## src/rtl/id_ex_register.sv

```systemverilog
// ID/EX pipeline register with load-use hazard detection, bubble insertion,
// flush/hold handling and a saturating bubble counter.
module id_ex_register #(
    parameter int WIDTH = 32,
    parameter int CNT_W = 16
) (
    input  logic             clk,
    input  logic             rst_n,

    input  logic             RegDst_ID,
    input  logic             ALUSrc_ID,
    input  logic             MemtoReg_ID,
    input  logic             RegWrite_ID,
    input  logic             MemRead_ID,
    input  logic             MemWrite_ID,
    input  logic             Branch_ID,
    input  logic             Jump_ID,
    input  logic [1:0]       ALUOp_ID,
    input  logic             Valid_ID,
    input  logic [WIDTH-1:0] PC4_ID,
    input  logic [WIDTH-1:0] ReadData1_ID,
    input  logic [WIDTH-1:0] ReadData2_ID,
    input  logic [WIDTH-1:0] SignImm_ID,
    input  logic [4:0]       Rs_ID,
    input  logic [4:0]       Rt_ID,
    input  logic [4:0]       Rd_ID,
    input  logic [5:0]       Funct_ID,
    input  logic [5:0]       Opcode_ID,

    input  logic             Flush,
    input  logic             Hold,

    output logic             RegDst_EX,
    output logic             ALUSrc_EX,
    output logic             MemtoReg_EX,
    output logic             RegWrite_EX,
    output logic             MemRead_EX,
    output logic             MemWrite_EX,
    output logic             Branch_EX,
    output logic             Jump_EX,
    output logic [1:0]       ALUOp_EX,
    output logic             Valid_EX,
    output logic [WIDTH-1:0] PC4_EX,
    output logic [WIDTH-1:0] ReadData1_EX,
    output logic [WIDTH-1:0] ReadData2_EX,
    output logic [WIDTH-1:0] SignImm_EX,
    output logic [4:0]       Rs_EX,
    output logic [4:0]       Rt_EX,
    output logic [4:0]       Rd_EX,
    output logic [5:0]       Funct_EX,
    output logic [5:0]       Opcode_EX,

    output logic             Stall,
    output logic [CNT_W-1:0] BubbleCount
);

    logic             r_regdst, r_alusrc, r_memtoreg, r_regwrite;
    logic             r_memread, r_memwrite, r_branch, r_jump;
    logic [1:0]       r_aluop;
    logic             r_valid;
    logic [WIDTH-1:0] r_pc4, r_rd1, r_rd2, r_imm;
    logic [4:0]       r_rs, r_rt, r_rd;
    logic [5:0]       r_funct, r_opcode;
    logic [CNT_W-1:0] r_cnt;

    logic w_haz;
    logic w_load;
    logic w_ctrl_clr;
    logic w_bubble;

    // Load in EX whose destination is a source of the instruction in ID.
    // Rt only counts as a source for R-type ALU ops and stores.
    assign w_haz = r_valid & r_memread & (r_rt != 5'd0) & Valid_ID &
                   ((r_rt == Rs_ID) |
                    ((r_rt == Rt_ID) & (~ALUSrc_ID | MemWrite_ID)));

    assign w_load     = Flush | ~Hold;
    assign w_bubble   = w_haz & ~Flush & ~Hold;
    assign w_ctrl_clr = Flush | w_haz | ~Valid_ID;
    assign Stall      = w_bubble;

    always_ff @(posedge clk or negedge rst_n) begin
        if (!rst_n) begin
            r_regdst   <= 1'b0;
            r_alusrc   <= 1'b0;
            r_memtoreg <= 1'b0;
            r_regwrite <= 1'b0;
            r_memread  <= 1'b0;
            r_memwrite <= 1'b0;
            r_branch   <= 1'b0;
            r_jump     <= 1'b0;
            r_aluop    <= '0;
            r_valid    <= 1'b0;
        end else if (w_load) begin
            if (w_ctrl_clr) begin
                r_regdst   <= 1'b0;
                r_alusrc   <= 1'b0;
                r_memtoreg <= 1'b0;
                r_regwrite <= 1'b0;
                r_memread  <= 1'b0;
                r_memwrite <= 1'b0;
                r_branch   <= 1'b0;
                r_jump     <= 1'b0;
                r_aluop    <= '0;
                r_valid    <= 1'b0;
            end else begin
                r_regdst   <= RegDst_ID;
                r_alusrc   <= ALUSrc_ID;
                r_memtoreg <= MemtoReg_ID;
                r_regwrite <= RegWrite_ID;
                r_memread  <= MemRead_ID;
                r_memwrite <= MemWrite_ID;
                r_branch   <= Branch_ID;
                r_jump     <= Jump_ID;
                r_aluop    <= ALUOp_ID;
                r_valid    <= 1'b1;
            end
        end
    end

    always_ff @(posedge clk or negedge rst_n) begin
        if (!rst_n) begin
            r_pc4    <= '0;
            r_rd1    <= '0;
            r_rd2    <= '0;
            r_imm    <= '0;
            r_rs     <= '0;
            r_rt     <= '0;
            r_rd     <= '0;
            r_funct  <= '0;
            r_opcode <= '0;
        end else if (w_load) begin
            r_pc4    <= PC4_ID;
            r_rd1    <= ReadData1_ID;
            r_rd2    <= ReadData2_ID;
            r_imm    <= SignImm_ID;
            r_rs     <= Rs_ID;
            r_rt     <= Rt_ID;
            r_rd     <= Rd_ID;
            r_funct  <= Funct_ID;
            r_opcode <= Opcode_ID;
        end
    end

    always_ff @(posedge clk or negedge rst_n) begin
        if (!rst_n) begin
            r_cnt <= '0;
        end else if (w_bubble && (r_cnt != '1)) begin
            r_cnt <= r_cnt + {{(CNT_W-1){1'b0}}, 1'b1};
        end
    end

    assign RegDst_EX    = r_regdst;
    assign ALUSrc_EX    = r_alusrc;
    assign MemtoReg_EX  = r_memtoreg;
    assign RegWrite_EX  = r_regwrite;
    assign MemRead_EX   = r_memread;
    assign MemWrite_EX  = r_memwrite;
    assign Branch_EX    = r_branch;
    assign Jump_EX      = r_jump;
    assign ALUOp_EX     = r_aluop;
    assign Valid_EX     = r_valid;
    assign PC4_EX       = r_pc4;
    assign ReadData1_EX = r_rd1;
    assign ReadData2_EX = r_rd2;
    assign SignImm_EX   = r_imm;
    assign Rs_EX        = r_rs;
    assign Rt_EX        = r_rt;
    assign Rd_EX        = r_rd;
    assign Funct_EX     = r_funct;
    assign Opcode_EX    = r_opcode;
    assign BubbleCount  = r_cnt;

endmodule

```

## config.mk

```make
export PLATFORM = sky130hd
export DESIGN_NAME = id_ex_register
export DESIGN_NICKNAME = d
export VERILOG_FILES = /design/src/rtl/id_ex_register.sv
export SDC_FILE = /design/constraint.sdc
export NUM_CORES = 1
export LEC_CHECK = 0
export BUFFER_PORTS_ARGS = -buffer_cell sky130_fd_sc_hd__buf_2
export CAP_MARGIN = 20
export CORE_AREA = 2 2 136 138
export CTS_CLUSTER_SIZE = 8
export DETAILED_ROUTE_END_ITERATION = 6
export DIE_AREA = 0 0 138 140
export HOLD_SLACK_MARGIN = 0.15
export PLACE_DENSITY = 0.84
export SETUP_SLACK_MARGIN = 0.4
export SYNTH_ARGS = -nofsm -noshare
export SYNTH_HDL_FRONTEND = slang
export SYNTH_SLANG_ARGS = --single-unit
```

## constraint.sdc

```tcl
create_clock -name clk -period 2.7 [get_ports clk]
set_clock_uncertainty 0.05 [all_clocks]
set_input_delay 0 -clock clk [delete_from_list [all_inputs] [get_ports clk]]
set_output_delay 0 -clock clk [all_outputs]
set_load 0.01 [all_outputs]
```

==> results.yml, run 1 <==
yosys:
  syn_nets: 952
  synth_top_area_share_pct: 63.3
  async_flop_share_pct: 100
  synth_edf_count: 0
  syn_area_per_cell_um2: 9.21
  syn_area_um2: 7190
  yosysWarnings: 0
  synthTopCellsByArea: "dfrtp_1 63%, nand2_1 24%, xnor2_1 3.0%"
  ys_types: 36
  synth-seq-cells: 182
  seq_area_frac_synth_pct: 63.3
  netlist.top_cell.by_area: "dfrtp_1"
  netlist_instances: 781
  ys.flop_type: "dfrtp_1"
place:
  dp_hpwl_mm: 15.0
  place_ws_ns: 0.588
  gp_congestion: 0.861
  dpl_cell_area_um2: 9220
  numPortBuffers: 352
cells_and_area:
  finalInstanceArea_um2: 12300
  finalNetCount: 1545
  drive_above_1_share_pct: 29.4
  area_growth_pct: 71.3
sta:
  hold_viol: 0
  post-route-period-util_pct: 85.2
  slew_violations: 0
  setup-tns-final_ns: 0
  slew_headroom_pct: 61.9
  layout_setup_ws_ns: 0.400
  rsz0062_at_grt: "yes"
  period_needed_ns: 2.30
  clock.fmax_mhz: 435
  max_slew.worst_pin.slew_ns: 0.571
  finalSetupViolations: 0
setup_path:
  worst_path_max_delay_cell: "dlygate4sd3_1"
  cp.arrival_ns: 2.56
  cp_data_required_time_ns: 2.96
  critPathMaxFanout: 16
  crit_start: "Flush"
  path_cells: "dlygate4sd3_1, buf_2, nand2b_2, nand2_1, dlygate4sd3_1, nand2_1, dlygate4sd3_1"
  startpoint_type: "input pin"
  path_common_cell: "dlygate4sd3_1"
  r2r_start: "Rt_EX[1]$_DFFE_PN0P_"
  end_kind: "register"
  slowest_delay_ns: 0.56
  critPathKind: "in -> reg"
power:
  leakagePower_nw: 6.65
  vdd_drop_max_v: 0.000417
  powerDensity_nw_per_um2: 547
floorplan:
  die_h_um: 140
  start_util_pct: 40.4
  rows: 49
  die_x_um: 138
  io_pins: 353
  core-area_um2: 17800
  die_area_um2: 19300
flow_run:
  drv_cap: 0
detailed_routing:
  routed_wl_mm: 28.2
  first_iter_violations: 510
  antenna_left: 0
  vias_per_cell: 4.96
  vias: 8009
  drt-pass1-iter-count: 5
  drc: 0
  routedWlPerCell_um: 17.5
grt:
  grt_pass1_wl_mm: 44.0
  first_global_vias: 8521
  track_usage_pct: 28.6
  overflow: 0
  grt_max_degree: 95
  antenna_found_initial: 1
worst_hold_path:
  hold_path_startpoint: "Valid_ID"
  min_path_type: "in -> reg"
clock_network:
  cts_buffers: 17
  cts-root-buf: "clkbuf_16"
  clockBufferDepth: 2
  clk_pin_slew_worst_paths_ns: 0.07
  cts.sinks: 182
  cts_tree: "built"
  ctsHtreeMaxLevel: 4
  clock_latency_ns: 0.42
run_status:
  outcome: "completed"
==> metal layers <==
metal	GRT usage, %	vias up	routed length, um
met5	0	-	0
met4	17.7	0	1560
met3	6.36	119	2080
met2	50.3	472	14200
met1	31.7	3803	10400
li1	-	3615	-
==> metrics by stage <==
stage	utilization [%]	cells	hold slack (ns)	power, mW
final	69.3	1616	0.191	6.74
after floorplan	-	781	-0.346	3.45
after detailed placement	51.9	1332	0.0101	3.95
after global placement	51.9	1332	-0.00117	3.92
after CTS	69.2	1614	0.161	6.67
after global routing	69.3	1616	0.188	6.99
==> cell type report <==
type,instances,area (um^2)
fill,1168,5460
timing repair buffer,612,4400
clock inverter,10,96.3
sequential,182,4550
inverter,1,3.75
clock buffer,21,470
multi-input combinational,560,2500
tap,229,287
antenna,1,2.50
==> Yosys cell counts (all sizes together), types with 2 or more instances <==
master	number
dfrtp	182
nor3	2
nor3b	2
xnor2	25
nor2	4
and4	2
buf	4
nand4	10
and3	10
a22o	10
clkbuf	35
nand2	468
a21oi	2
nand3	11
==> cell usage in the layout (no fill, tap or decap), drive strengths merged, types with 2 or more instances in the layout <==
master	count
a21oi	2
a22o	10
and3	10
and4	2
buf	360
clkbuf	22
clkinv	2
clkinvlp	4
dfrtp	182
dlygate4sd3	251
inv	4
nand2	468
nand2b	2
nand3	11
nand4	10
nor2	4
nor3	2
nor3b	2
xnor2	25
==> critical path, delay by kind of cell <==
kind | cells | cell delay (ns)
buffers and inverters | 4 | 1.87
AND/OR/NAND/NOR | 3 | 0.67
==> state kept, by name (all words and copies together) (netlist names), 2 cells and up <==
signal / count
PC4_EX: 32
ReadData1_EX: 32
ReadData2_EX: 32
SignImm_EX: 32
BubbleCount: 16
Funct_EX: 6
Opcode_EX: 6
Rd_EX: 5
Rs_EX: 5
Rt_EX: 5
ALUOp_EX: 2
==> power breakdown <==
group | internal [mW] | switching [mW]
clock | 1.35 | 1.07
sequential | 2.93 | 0.133
combinational | 0.631 | 0.630
total | 4.90 | 1.84
==> path summary, 6_finish.rpt <==
path	endpoint	slack, ns	depth (start not counted)
min reg2reg	ReadData2_EX[8]$_DFFE_PN0P_	0.41	2
max	SignImm_EX[24]$_DFFE_PN0P_	0.40	7
min	BubbleCount[7]$_DFFE_PN0P_	0.19	5
min in group asynchronous	ReadData2_EX[25]$_DFFE_PN0P_	0.69	3
max in group asynchronous	ReadData2_EX[28]$_DFFE_PN0P_	1.00	4
max reg2reg	ALUOp_EX[1]$_DFFE_PN0P_	0.56	4
==> cells by family (layout without fill, tap and decap cells) <==
group	Yosys count	after routing	synth area share, %
compound gates	18	18	2.37
xor+xnor	25	25	3.05
buf+inv	40	644	2.26
other cells	0	1	0
flops	182	182	63.3
mux	1	1	0.157
simple gates	514	515	28.6
fa+ha+maj	1	1	0.174
==> what timing repair did <==
action | 4_1_cts | 5_1_grt
setup endpoints to repair | 0 | 2
gates resized for setup | 0 | 1
endpoints found under the hold margin | 317 | 0
buffers inserted | 0 | 0
hold buffers | 251 | 0
No activity file was read; power rests on OpenSTA's default activity.
==> inputs of run 2 (changes only) <==
BUFFER_PORTS_ARGS = not set   (was -buffer_cell sky130_fd_sc_hd__buf_2)
CORE_AREA = 2 2 137 139   (was 2 2 136 138)
DIE_AREA = 0 0 139 141   (was 0 0 138 140)
DONT_BUFFER_PORTS = 1   (was not set)
PLACE_DENSITY = 0.66   (was 0.84)
==> run 2 against run 1 <==
  * The flow now stops in clock tree synthesis (4_1_cts)
  * Area after synthesis unchanged
  * Synthesized cell count unchanged
==> results.yml, run 2 <==
place:
  gp_congestion: 0.821
  place_ws_ns: 0.511
  numPortBuffers: 0
  dp_hpwl_mm: 12.6
  dp.cells: 985
yosys:
  netlist.top_cell.by_area: "dfrtp_1"
  yosysWarnings: 0
  syn_area_per_cell_um2: 9.21
  netlist_instances: 781
  synthTopCellsByArea: "dfrtp_1 63%, nand2_1 24%, xnor2_1 3.0%"
  syn_area_um2: 7190
  ys_types: 36
  syn_nets: 952
  async_flop_share_pct: 100
  synth_top_area_share_pct: 63.3
  synth_edf_count: 0
  seq_area_frac_synth_pct: 63.3
  yosysMostFrequentCell: "nand2_1"
  synth-seq-cells: 182
  ys.flop_type: "dfrtp_1"
  netlist_top_cells_count: "468 x nand2_1, 182 x dfrtp_1, 35 x clkbuf_1"
clock_network:
  cts.sinks: 182
  ctsHtreeMaxLevel: 4
  cts-root-buf: "clkbuf_16"
  post-cts-setup-buffers: 0
  ctsResizeCount: 0
  clockBufferDepth: 2
  cts_buffers: 17
  hold_buffers: 206
run_status:
  outcome: "aborted with a tool error"
  tool.error: "[ERROR RSZ-0060] Max buffer count reached."
  haltStage: "clock tree synthesis (4_1_cts)"
floorplan:
  io_pins: 353
  die_h_um: 141
  rows: 50
  die_x_um: 139
  start_util_pct: 39.4
-- run 2: cell counts after synthesis --
Identical to the previous run, type by type.
-- run 2: stage by stage --
stage                     area [um^2]  utilization [%]
after floorplan                  7190                -
after global placement           7460             40.8
after detailed placement         7460             40.8
-- run 2: kinds of logic after synthesis --
family	synth area share, %
AND/OR/NAND/NOR	28.6
flip-flops	63.3
AO/OA/AOI/OAI	2.37
buffers and inverters	2.26
XOR/XNOR	3.05
multiplexers	0.157
adder cells (fa/ha/maj)	0.174
==> inputs of run 3 (changes only) <==
CORE_AREA = 2 2 139 141   (was 2 2 137 139)
CTS_CLUSTER_SIZE = not set   (was 8)
DIE_AREA = 0 0 141 143   (was 0 0 139 141)
HOLD_SLACK_MARGIN = not set   (was 0.15)
PLACE_DENSITY = not set   (was 0.66)
PLACE_DENSITY_LB_ADDON = 0.15   (was not set)
SETUP_SLACK_MARGIN = not set   (was 0.4)
==> run 3 against run 2 <==
  * The flow again stops in clock tree synthesis (4_1_cts)
  * Synthesized cell count did not move
  * Area after synthesis did not move
==> results.yml, run 3 <==
yosys:
  async_flop_share_pct: 100
  syn_area_um2: 7190
  synth_top_area_share_pct: 63.3
  yosysWarnings: 0
  netlist_instances: 781
  syn_nets: 952
  synth-seq-cells: 182
  synthTopCellsByArea: "dfrtp_1 63%, nand2_1 24%, xnor2_1 3.0%"
  ys.flop_type: "dfrtp_1"
  yosysMostFrequentCell: "nand2_1"
  netlist.top_cell.by_area: "dfrtp_1"
  synth_edf_count: 0
  netlist_top_cells_count: "468 x nand2_1, 182 x dfrtp_1, 35 x clkbuf_1"
  seq_area_frac_synth_pct: 63.3
  syn_area_per_cell_um2: 9.21
  ys_types: 36
clock_network:
  hold_buffers: 203
  ctsResizeCount: 0
  ctsHtreeMaxLevel: 4
  cts_buffers: 17
  clockBufferDepth: 2
  cts.sinks: 182
  post-cts-setup-buffers: 0
  cts-root-buf: "clkbuf_16"
place:
  place_ws_ns: 0.521
  gp_congestion: 0.804
  numPortBuffers: 0
  dp_hpwl_mm: 13.2
floorplan:
  rows: 50
  start_util_pct: 38.7
  die_x_um: 141
  die_h_um: 143
  io_pins: 353
run_status:
  haltStage: "clock tree synthesis (4_1_cts)"
  outcome: "aborted with a tool error"
  tool.error: "[ERROR RSZ-0060] Max buffer count reached."
-- run 3: cell counts after synthesis --
No cell type changed its count.
-- run 3: cells by family after synthesis --
kind of cell	Yosys count	synth area share, %
adders and majority gates	1	0.174
buffers and inverters	40	2.26
muxes	1	0.157
AOI/OAI and AO/OA	18	2.37
xor gates and xnor gates	25	3.05
DFF	182	63.3
and+or+nand+nor	514	28.6
-- run 3: stage by stage --
step,instances,area [um^2],util (%)
after detailed placement,981,7400,39.8
after floorplan,781,7190,-
after global placement,981,7400,39.8
